`src/rtl/uart_rx.sv`:
```
// ============================================================================
// uart_rx : asynchronous serial receiver, 8 data bits LSB-first, 1 stop bit.
//
// The line is oversampled with the system clock. A falling edge on the
// synchronized line starts a frame. The start bit is re-checked at mid-bit,
// and every following bit is sampled at its centre. Each good byte is
// presented with a one-cycle rx_valid pulse.
//
// Optional feature (macro UART_RX_PARITY_EN): one parity bit is inserted
// between the data bits and the stop bit. PARITY_ODD selects odd (1) or even
// (0) parity. Without the macro the framing is 8N1 and rx_parity_error is 0.
//
// Ports:
//   clock           in   system clock, all logic on posedge
//   reset           in   asynchronous, active-low reset
//   serial_rx       in   asynchronous serial line, idle high
//   rx_data         out  [7:0] last correctly received byte
//   rx_valid        out  one-cycle pulse, rx_data updated in the same cycle
//   rx_busy         out  high whenever the receiver is not idle
//   rx_frame_error  out  one-cycle pulse when the stop bit samples low
//   rx_parity_error out  one-cycle pulse on parity mismatch
// ============================================================================
module uart_rx #(
    parameter int CLOCK_FREQUENCY = 100000000,
    parameter int BAUD_RATE       = 9600,
    parameter int PARITY_ODD      = 0
) (
    input  logic       clock,
    input  logic       reset,
    input  logic       serial_rx,
    output logic [7:0] rx_data,
    output logic       rx_valid,
    output logic       rx_busy,
    output logic       rx_frame_error,
    output logic       rx_parity_error
);

    localparam int          CLOCKS_PER_BIT = CLOCK_FREQUENCY / BAUD_RATE;
    localparam logic [15:0] BIT_LAST       = 16'(CLOCKS_PER_BIT - 1);
    localparam logic [15:0] HALF_LAST      = 16'(CLOCKS_PER_BIT / 2 - 1);

    typedef enum logic [2:0] {
        S_IDLE   = 3'd0,
        S_START  = 3'd1,
        S_DATA   = 3'd2,
        S_PARITY = 3'd3,
        S_STOP   = 3'd4,
        S_BREAK  = 3'd5
    } state_t;

    state_t      state_q, state_d;
    logic        sync1_q, sync2_q;
    logic        rx_sync;
    logic [15:0] count_q, count_d;
    logic [7:0]  shift_q, shift_d;
    logic [2:0]  bit_idx_q, bit_idx_d;
    logic [7:0]  rx_data_q, rx_data_d;
    logic        rx_valid_q, rx_valid_d;
    logic        rx_frame_error_q, rx_frame_error_d;
    logic        bit_last;

`ifdef UART_RX_PARITY_EN
    logic        par_bad_q, par_bad_d;
    logic        rx_parity_error_q, rx_parity_error_d;
    logic        par_expected;

    // Even parity: the parity bit equals the XOR of the data bits.
    assign par_expected = (^shift_q) ^ (PARITY_ODD != 0);
`else
    logic        unused_parity_cfg;
    assign unused_parity_cfg = (PARITY_ODD != 0);
`endif

    assign rx_sync  = sync2_q;
    assign bit_last = (count_q == BIT_LAST);

    // Two-flop synchronizer; resets to the idle (high) line level so that
    // leaving reset never looks like a start bit.
    always_ff @(posedge clock or negedge reset) begin
        if (!reset) begin
            sync1_q <= 1'b1;
            sync2_q <= 1'b1;
        end else begin
            sync1_q <= serial_rx;
            sync2_q <= sync1_q;
        end
    end

    // State register
    always_ff @(posedge clock or negedge reset) begin
        if (!reset) begin
            state_q <= S_IDLE;
        end else begin
            state_q <= state_d;
        end
    end

    // Next-state logic
    always_comb begin
        state_d = state_q;
        case (state_q)
            S_IDLE: begin
                if (!rx_sync) state_d = S_START;
            end
            S_START: begin
                // A start bit that is high again at its centre was a glitch.
                if (count_q == HALF_LAST) state_d = rx_sync ? S_IDLE : S_DATA;
            end
            S_DATA: begin
                if (bit_last && (bit_idx_q == 3'd7)) begin
`ifdef UART_RX_PARITY_EN
                    state_d = S_PARITY;
`else
                    state_d = S_STOP;
`endif
                end
            end
`ifdef UART_RX_PARITY_EN
            S_PARITY: begin
                if (bit_last) state_d = S_STOP;
            end
`endif
            S_STOP: begin
                // Leaving at mid-stop gives half a bit of slack to catch the
                // next start edge of a back-to-back frame.
                if (bit_last) state_d = rx_sync ? S_IDLE : S_BREAK;
            end
            S_BREAK: begin
                // Hold here while the line stays low so a break reports once.
                if (rx_sync) state_d = S_IDLE;
            end
            default: state_d = S_IDLE;
        endcase
    end

    // Output / datapath logic
    always_comb begin
        count_d          = count_q;
        shift_d          = shift_q;
        bit_idx_d        = bit_idx_q;
        rx_data_d        = rx_data_q;
        rx_valid_d       = 1'b0;
        rx_frame_error_d = 1'b0;
`ifdef UART_RX_PARITY_EN
        par_bad_d         = par_bad_q;
        rx_parity_error_d = 1'b0;
`endif
        case (state_q)
            S_IDLE: begin
                count_d   = 16'd0;
                bit_idx_d = 3'd0;
`ifdef UART_RX_PARITY_EN
                par_bad_d = 1'b0;
`endif
            end
            S_START: begin
                if (count_q == HALF_LAST) begin
                    count_d   = 16'd0;
                    bit_idx_d = 3'd0;
                end else begin
                    count_d = count_q + 16'd1;
                end
            end
            S_DATA: begin
                if (bit_last) begin
                    count_d   = 16'd0;
                    // Shift right: the first (LSB) bit ends up in bit 0.
                    shift_d   = {rx_sync, shift_q[7:1]};
                    bit_idx_d = bit_idx_q + 3'd1;
                end else begin
                    count_d = count_q + 16'd1;
                end
            end
`ifdef UART_RX_PARITY_EN
            S_PARITY: begin
                if (bit_last) begin
                    count_d   = 16'd0;
                    par_bad_d = (rx_sync != par_expected);
                end else begin
                    count_d = count_q + 16'd1;
                end
            end
`endif
            S_STOP: begin
                if (bit_last) begin
                    count_d = 16'd0;
                    if (rx_sync) begin
`ifdef UART_RX_PARITY_EN
                        if (par_bad_q) begin
                            rx_parity_error_d = 1'b1;
                        end else begin
                            rx_valid_d = 1'b1;
                            rx_data_d  = shift_q;
                        end
`else
                        rx_valid_d = 1'b1;
                        rx_data_d  = shift_q;
`endif
                    end else begin
                        // A bad stop bit outranks any parity mismatch.
                        rx_frame_error_d = 1'b1;
                    end
                end else begin
                    count_d = count_q + 16'd1;
                end
            end
            S_BREAK: begin
                count_d = 16'd0;
            end
            default: begin
                count_d   = 16'd0;
                bit_idx_d = 3'd0;
            end
        endcase
    end

    // Datapath and output registers
    always_ff @(posedge clock or negedge reset) begin
        if (!reset) begin
            count_q          <= 16'd0;
            shift_q          <= 8'd0;
            bit_idx_q        <= 3'd0;
            rx_data_q        <= 8'd0;
            rx_valid_q       <= 1'b0;
            rx_frame_error_q <= 1'b0;
        end else begin
            count_q          <= count_d;
            shift_q          <= shift_d;
            bit_idx_q        <= bit_idx_d;
            rx_data_q        <= rx_data_d;
            rx_valid_q       <= rx_valid_d;
            rx_frame_error_q <= rx_frame_error_d;
        end
    end

`ifdef UART_RX_PARITY_EN
    always_ff @(posedge clock or negedge reset) begin
        if (!reset) begin
            par_bad_q         <= 1'b0;
            rx_parity_error_q <= 1'b0;
        end else begin
            par_bad_q         <= par_bad_d;
            rx_parity_error_q <= rx_parity_error_d;
        end
    end

    assign rx_parity_error = rx_parity_error_q;
`else
    assign rx_parity_error = 1'b0;
`endif

    assign rx_data        = rx_data_q;
    assign rx_valid       = rx_valid_q;
    assign rx_frame_error = rx_frame_error_q;
    assign rx_busy        = (state_q != S_IDLE);

endmodule

```
`config.mk`:
```
export PLATFORM = sky130hd
export DESIGN_NAME = uart_rx
export DESIGN_NICKNAME = d
export VERILOG_FILES = /design/src/rtl/uart_rx.sv
export SDC_FILE = /design/constraint.sdc
export NUM_CORES = 1
export LEC_CHECK = 0
export CAP_MARGIN = 25
export CORE_MARGIN = 2
export CORE_UTILIZATION = 59
export CTS_BUF_LIST = sky130_fd_sc_hd__clkbuf_2
export CTS_CLUSTER_DIAMETER = 200
export DETAILED_ROUTE_END_ITERATION = 12
export DONT_BUFFER_PORTS = 1
export PLACE_DENSITY = 0.78
export SLEW_MARGIN = 20
export SYNTH_ARGS = -nofsm -noshare
export SYNTH_HDL_FRONTEND = slang
export SYNTH_SLANG_ARGS = --single-unit
```
`constraint.sdc`:
```
create_clock -name clock -period 1.84 [get_ports clock]
set_input_delay 0 -clock clock [delete_from_list [all_inputs] [get_ports clock]]
set_output_delay 0 -clock clock [all_outputs]
set_load 0.02 [all_outputs]
```
==> metrics.cfg <==
[cells_and_area]
final_common_cell = dfrtp_1
area_growth_pct = 18.5
final_util_pct = 71.4
stdcell_count = 252
fin_nets = 211
fillCellCount = 228
antenna_cells = 0
drive_gt1_share_pct = 29.1
mostFrequentLayoutCells = dfrtp_1, nand2_1, buf_4

[setup_path]
cp.arrival_ns = 2.15
cp.buffers_inverters = 1
crit_family = flip-flops
crit_fanout = 4
cp-end-kind = register
cp.required_ns = 2.16
max_stage_delay_ns = 0.47
cp_slowest_cell = dfrtp_1
critPathKind = reg2reg
cp-start-kind = register
cp_cell_sequence = nor4_4, buf_4, nand4_4, a22oi_4, o311ai_4, mux2_4

[grt]
grt_pass1_wl_um = 5540
gr-total-overflow = 0
grt_max_degree = 38
first_global_vias = 1276
antenna_found_initial = 0
track_usage_pct = 20.3

[die]
fp.dieH_um = 61.9
fp.dieW_um = 61.9
die_area_um2 = 3830
initial_utilization_pct = 60.3
pin_count = 15
core_area_um2 = 3280
rows = 21

[sta]
hold_ws_ns = 0.109
rsz0062_at_grt = yes
tns_ns = 0
max_freq_mhz = 545
fin_skew_ns = 0.0265
final.min_clock_period_ns = 1.83
hold_violations = 0
relSlewSlack_pct = 66.5
final_max_slew_viol_count = 0
tightestPinTransition_ns = 0.501
finalSetupViolCount = 0
finalCritPeriodShare_pct = 99.6

[placement]
buffer_ports.inserted = 0
dpl.cell_count = 234
dp_hpwl_um = 2400
gp_congestion = 0.936

[detailed_routing]
firstDrtPassIters = 4
drt-initial-drc-count = 46
vias_per_cell = 5.44
wl_um = 3500
route.detailed.drc = 0
drt-wirelength-per-cell_um = 13.9
antenna_left = 0
vias = 1371

[synthesis]
yosysWarnings = 0
ys_ff_latch = 42
netlist_top_cells_area = dfrtp_1, nand2_1, mux2_2
synth-edff-count = 0
synthSimpleGateAreaFrac_pct = 24.1
synthXorXnorAreaFrac_pct = 6.19
synth_flop_cell = dfrtp_1
syn_area_um2 = 1980
synth_top_family_by_area = simple AND/OR/NAND/NOR gates
syn_avg_cell_area_um2 = 11.1
synthMuxAreaShare_pct = 7.90
synth_area_leader_cell = dfrtp_1
yosysSeqAreaShare_pct = 53.2
synthAdderAreaFrac_pct = 1.90
syn_nets = 185
synthesis.instances = 179
synth_compound_area_share_pct = 4.30
synth_cell_types = 39
synth_top_area_share_pct = 50.6
synthArstFlopShare_pct = 100

[clock_network]
ctsLongestPathBuffers = 2
numClockSinks = 42
htreeDepth = 2
root_buffer = clkbuf_2
cts_inserted_buffers = 5
cts_tree = yes
clkSlewWorstSetupHoldPaths_ns = 0.22
insertion_delay_ns = 0.41

[run]
drv_cap = 0

[hold_path]
hold_class = in2reg

[power_and_ir_drop]
p_leak_uw = 0.00113
power.density_nw_per_um2 = 641
total_power_uw = 1500
ir_drop_mv = 0.424

[run_status]
status = finished clean

[power breakdown]
part | internal [uW] | switching (uW) | leakage [uW] | total (uW)
clock | 233 | 305 | 0.0000433 | 537
combinational | 10.9 | 21.6 | 0.000521 | 32.5
sequential | 929 | 3.40 | 0.000563 | 932
[area by class of cell]
cell class / instances / area (um2) / area share [%]
clock inverter: 3 / 43.8 / 1.87
tap: 46 / 57.6 / 2.45
timing repair buffer: 27 / 238 / 10.1
clock buffer: 5 / 25.0 / 1.07
inverter: 1 / 3.75 / 0.160
sequential: 42 / 1050 / 45.0
multi-input combinational: 128 / 922 / 39.3
[what timing repair did]
| item | in CTS | in global routing |
|---|---|---|
| hold buffers | 5 | 0 |
| buffers inserted | 3 | 2 |
| gates resized for setup | 2 | 6 |
| cloned | 0 | 0 |
| pin swaps | 3 | 4 |
| hold endpoints to repair | 43 | 0 |
| endpoints found under the setup margin | 3 | 14 |
[routing by layer]
metal  global-route usage (%)  wire [um]  up-vias
met5                        0          0        -
met2                     32.2       1710       29
met4                     10.3        120        0
li1                         -          -      663
met3                     4.55        105       14
met1                     26.2       1570      665
[synth_stat cells (2+ instances only)]
cell	n
dfrtp_1	40
nand2_1	36
nor2_1	19
mux2_2	9
xor2_1	8
nand3_1	6
xnor2_1	6
and4_1	4
buf_2	3
clkbuf_1	3
ha_1	3
mux2_4	3
nor3_1	3
or3b_2	3
a22o_1	2
and3_1	2
and3b_1	2
dfstp_2	2
nand4_1	2
nand4_2	2
nor3b_1	2
nor4_1	2
[logic make-up after synthesis]
group / count (synthesis)
AOI/OAI and AO/OA: 7
muxes: 13
adders and majority gates: 3
buffers and inverters: 9
other: 1
DFF: 42
and+or+nand+nor: 90
xor gates and xnor gates: 14
[sequential cells by signal (all words and copies together), names as in the netlist]
| name | flops |
|---|---|
| sync1_q | 1 |
| rx_data | 8 |
| rx_sync | 1 |
| bit_idx_q | 3 |
| rx_valid | 1 |
| shift_q | 8 |
| count_q | 16 |
| state_q | 3 |
| rx_frame_error | 1 |
[final timing paths]
path,from,to,slack [ns],cells past startpoint
max in group asynchronous,reset,count_q[8],0.34,4
hold / removal,serial_rx,sync1_q,0.11,1
hold reg to reg,sync1_q,rx_sync,0.37,0
setup reg to reg,count_q[15],state_q[1],0.007,6
min in group asynchronous,reset,state_q[0],0.54,3
setup / recovery,count_q[15],state_q[1],0.007,6
[per-stage QoR]
stage | setup slack [ns] | cell area, um2
2_1_floorplan | 0.00214 | 1980
3_3_place_gp | 0.0466 | 2140
3_5_place_dp | 0.00678 | 2140
4_1_cts | -0.00400 | 2300
5_1_grt | -0.0744 | 2340
6_report | 0.00655 | 2340
Power figures use the tool's default switching activity.
